### src/rtl/gray_sync_decode.sv
// Synchronises a gray-coded word from another clock domain, decodes it to binary,
// and reports each change with its modular step size plus a sticky multi-bit-change flag.
module gray_sync_decode #(
   parameter int WIDTH       = 4,
   parameter int SYNC_STAGES = 2
) (
   input  logic             clk,
   input  logic             rst,
   input  logic [WIDTH-1:0] gray_in,
   input  logic             err_clr,
   output logic [WIDTH-1:0] bin_out,
   output logic             changed,
   output logic [WIDTH-1:0] delta,
   output logic             err
);

   typedef enum logic {
      ST_INIT,
      ST_TRACK
   } state_t;

   localparam int                FILL_W    = $clog2(SYNC_STAGES + 1);
   localparam logic [FILL_W-1:0] FILL_DONE = FILL_W'(SYNC_STAGES);

   function automatic logic [WIDTH-1:0] gray2bin(input logic [WIDTH-1:0] g);
      logic [WIDTH-1:0] b;
      b[WIDTH-1] = g[WIDTH-1];
      for (int i = WIDTH - 2; i >= 0; i--) begin
         b[i] = b[i+1] ^ g[i];
      end
      return b;
   endfunction

   logic [SYNC_STAGES-1:0][WIDTH-1:0] s_q, s_d;
   state_t                            state_q, state_d;
   logic [FILL_W-1:0]                 fill_q, fill_d;
   logic [WIDTH-1:0]                  bin_q, bin_d;
   logic [WIDTH-1:0]                  g_prev_q, g_prev_d;
   logic                              changed_q, changed_d;
   logic [WIDTH-1:0]                  delta_q, delta_d;
   logic                              err_q, err_d;

   logic [WIDTH-1:0] g_s;
   logic [WIDTH-1:0] bin_s;
   logic [WIDTH-1:0] g_diff;
   logic             multi_bit;

   // Pure shift chain: no logic may sit between the synchroniser flops.
   always_comb begin
      s_d = {s_q[SYNC_STAGES-2:0], gray_in};
   end

   assign g_s    = s_q[SYNC_STAGES-1];
   assign bin_s  = gray2bin(g_s);
   assign g_diff = g_s ^ g_prev_q;
   // Clearing the lowest set bit leaves something only if two or more bits moved.
   assign multi_bit = |(g_diff & (g_diff - WIDTH'(1)));

   // NOTE: every variable gets a default before the case so no latch is inferred.
   always_comb begin
      state_d   = state_q;
      fill_d    = fill_q;
      bin_d     = bin_q;
      g_prev_d  = g_prev_q;
      changed_d = changed_q;
      delta_d   = delta_q;
      err_d     = err_q;

      unique case (state_q)
         ST_INIT: begin
            if (fill_q == FILL_DONE) begin
               bin_d    = bin_s;
               g_prev_d = g_s;
               state_d  = ST_TRACK;
            end else begin
               fill_d = fill_q + FILL_W'(1);
            end
         end
         ST_TRACK: begin
            if (g_diff != '0) begin
               bin_d     = bin_s;
               delta_d   = bin_s - bin_q;
               changed_d = 1'b1;
               g_prev_d  = g_s;
            end else begin
               changed_d = 1'b0;
               delta_d   = '0;
            end
            // A fresh detection beats a simultaneous clear.
            if (multi_bit) begin
               err_d = 1'b1;
            end else if (err_clr) begin
               err_d = 1'b0;
            end
         end
      endcase
   end

   // NOTE: sequential state uses non-blocking assignments so all flops update together.
   always_ff @(posedge clk or posedge rst) begin
      if (rst) begin
         s_q       <= '0;
         state_q   <= ST_INIT;
         fill_q    <= '0;
         bin_q     <= '0;
         g_prev_q  <= '0;
         changed_q <= 1'b0;
         delta_q   <= '0;
         err_q     <= 1'b0;
      end else begin
         s_q       <= s_d;
         state_q   <= state_d;
         fill_q    <= fill_d;
         bin_q     <= bin_d;
         g_prev_q  <= g_prev_d;
         changed_q <= changed_d;
         delta_q   <= delta_d;
         err_q     <= err_d;
      end
   end

   assign bin_out = bin_q;
   assign changed = changed_q;
   assign delta   = delta_q;
   assign err     = err_q;

endmodule

### config.mk
export PLATFORM = sky130hd
export DESIGN_NAME = gray_sync_decode
export DESIGN_NICKNAME = d
export VERILOG_FILES = /design/src/rtl/gray_sync_decode.sv
export SDC_FILE = /design/constraint.sdc
export NUM_CORES = 1
export LEC_CHECK = 0
export BUFFER_PORTS_ARGS = -buffer_cell sky130_fd_sc_hd__buf_2
export CORE_MARGIN = 2
export CORE_UTILIZATION = 31
export DETAILED_ROUTE_END_ITERATION = 8
export PLACE_DENSITY_LB_ADDON = 0.15
export SLEW_MARGIN = 20
export SYNTH_ARGS = -nofsm -noshare
export SYNTH_HDL_FRONTEND = slang
export SYNTH_SLANG_ARGS = --single-unit
export TNS_END_PERCENT = 50
### constraint.sdc
create_clock -name clk -period 5.8 [get_ports clk]
set_clock_uncertainty 0.1 [all_clocks]
set_input_delay 1.74 -clock clk [delete_from_list [all_inputs] [get_ports clk]]
set_output_delay 1.74 -clock clk [all_outputs]
set_load 0.03 [all_outputs]
==> impl_metrics.json <==
{
  "critPathSlowestCell": "dfrtp_1",
  "power_uw": 440,
  "yosys_warnings": 0,
  "yosysTopAreaCell": "dfrtp_1",
  "fin_crit_sh_pct": 48.5,
  "path_delay_family": "flip-flops",
  "ys_ff_latch": 24,
  "cap_viol_max_count": 0,
  "overflow": 0,
  "ant_nets": 0,
  "grtUsageMet1_pct": 10.7,
  "ys.flop_type": "dfrtp_1",
  "critical_path_class": "reg2out",
  "grt_pass1_vias": 563,
  "synth.area.top_cells": "dfrtp_1 (57%), xnor2_1 (6.6%), mux2_2 (6.4%)",
  "finalHoldViolations": 0,
  "dpl.hpwl_um": 1150,
  "dp.cells": 141,
  "start_util_pct": 32.0,
  "clockBufferDepth": 2,
  "numPortBuffers": 16,
  "grt_pass1_wl_um": 2680,
  "synth_top_area_share_pct": 56.7,
  "start_kind": "flop",
  "grt_usage_pct": 8.96,
  "syn-num-nets": 94,
  "cts_tree": "built",
  "io_pins": 17,
  "tns_ns": 0,
  "ir_worst_vdd_mv": 0.179,
  "via_count": 617,
  "timing.hold.ws_ns": 0.264,
  "gp_congestion": 0.692,
  "fmax_ghz": 0.356,
  "syn_avg_cell_area_um2": 12.9,
  "met3_usage_pct": 3.78,
  "tightest_slew_ns": 0.889,
  "cp_max_fo": 4,
  "wl_per_cell_um": 10.8,
  "vias_per_cell": 4.26,
  "drv_slew": 0,
  "synth_most_common_cell": "dfrtp_1",
  "min_path_type": "reg2reg",
  "fp-row-count": 21,
  "post_layout_nonfiller_instances": 145,
  "relSlewSlack_pct": 40.6,
  "async_flop_share_pct": 100,
  "setup.worst_path.end_class": "primary output",
  "cts_resized": 0,
  "n_antenna_cell": 0,
  "cp_num_buf_inv": 1,
  "clk_pin_slew_worst_paths_ns": 0.13,
  "dr.first_iter.drc_count": 18,
  "clock_tree.root_cell": "clkbuf_4",
  "finalSetupViolCount": 0,
  "firstDrtPassIters": 2,
  "cpPeakStageDelay_ns": 0.43,
  "fp.dieH_um": 62.4,
  "cp_data_arrival_time_ns": 0.97,
  "grt_most_used_layer": "met2",
  "power_density_nw_per_um2": 359,
  "synth_area_um2": 1060,
  "yosys-top-cells-count": "dfrtp_1 (24), inv_1 (8), xnor2_1 (8), mux2_2 (6)",
  "htreeDepth": 1,
  "r2r_slack_ns": 3.34,
  "drc": 0,
  "cts_buffers": 3,
  "drive_gt1_share_pct": 30.3,
  "area_growth_pct": 15.8,
  "yosysUniqueCellTypes": 28,
  "insertion_delay_ns": 0.31,
  "synth_edf_count": 0,
  "clock_sinks": 24,
  "rsz0062_at_grt": "false",
  "cts_hold_buf": 0,
  "design.core.area_um2": 3310,
  "wl_um": 1570,
  "fin_crit_ns": 2.81,
  "path_cells": "buf_2",
  "ys_seq_area_share_pct": 56.7,
  "synth_cells": 82,
  "die_w_um": 62.4,
  "grt_max_degree": 25,
  "post_cts_buffers": 0,
  "power.leakage_nw": 0.570,
  "grt_use_met2_pct": 14.4,
  "worstPathRequired_ns": 3.96,
  "status": "finished, final reports clean",
  "nNetsFinal": 112,
  "antenna_found_initial": 0,
  "die-area_um2": 3900
}
[power by group]
part,total [mW],leakage [nW],switching (mW),internal [mW]
sequential,0.201,0.272,0.0124,0.189
clock,0.121,0.0279,0.0515,0.0699
combinational,0.117,0.269,0.0722,0.0450
[sequential cells by signal (all words and copies together), names as in the netlist]
name,cells
delta,4
g_prev_q,3
bin_out,4
g_s,4
changed,1
state_q,1
err,1
fill_q,2
s_d,4
[final cells by class]
type	instances	area, um2
inverters	10	37.5
clock buffers	3	22.5
multi-input cells	45	398
fillers	355	2080
repair buffers	16	80.1
flip-flops and latches	24	601
well taps	46	57.6
clock inverters	1	30.0
[worst paths after layout]
| kind | start | end | depth (start not counted) |
|---|---|---|---|
| hold reg to reg | s_d[5] | g_s[1] | 0 |
| max in group asynchronous | rst | delta[3] | 2 |
| setup / recovery | bin_out[3] | bin_out[3] | 1 |
| min in group asynchronous | rst | s_d[4] | 2 |
| hold / removal | s_d[5] | g_s[1] | 0 |
| setup reg to reg | g_s[2] | delta[1] | 8 |
[layer usage]
layer  routed length [um]  vias to the layer above
li1                     -                      304
met1                  718                      295
met2                  757                       16
met3                   77                        2
met4                   15                        0
met5                    0                        -
[stage by stage]
stage / util, % / setup slack [ns] / instance area [um2]
after global routing: 37.0 / 2.90 / 1230
after global placement: 35.4 / 3.11 / 1170
after floorplan: - / 3.39 / 1060
after detailed placement: 35.4 / 3.10 / 1170
after CTS: 37.0 / 2.96 / 1230
final: 37.0 / 2.99 / 1230
[cells by family after synthesis]
| kind of cell | after synthesis | share of synthesized area [%] |
|---|---|---|
| flip-flops | 24 | 56.7 |
| buffers and inverters | 13 | 5.67 |
| AND/OR/NAND/NOR | 11 | 5.08 |
| AO/OA/AOI/OAI | 10 | 7.21 |
| XOR/XNOR | 10 | 8.98 |
| multiplexers | 9 | 9.69 |
| adder cells (fa/ha/maj) | 5 | 6.62 |
[cells in the final DEF, fill, tap and decap left out, types with 2 or more instances in the layout]
cell type,n
inv_1,8
mux2_2,6
dfrtp_1,24
xnor2_1,8
nor2_1,4
o211ai_1,2
buf_2,16
nand2_1,3
o21ai_0,2
clkbuf_4,3
a21oi_1,2
mux2i_1,2
ha_1,4
No activity file was read; power rests on OpenSTA's default activity.
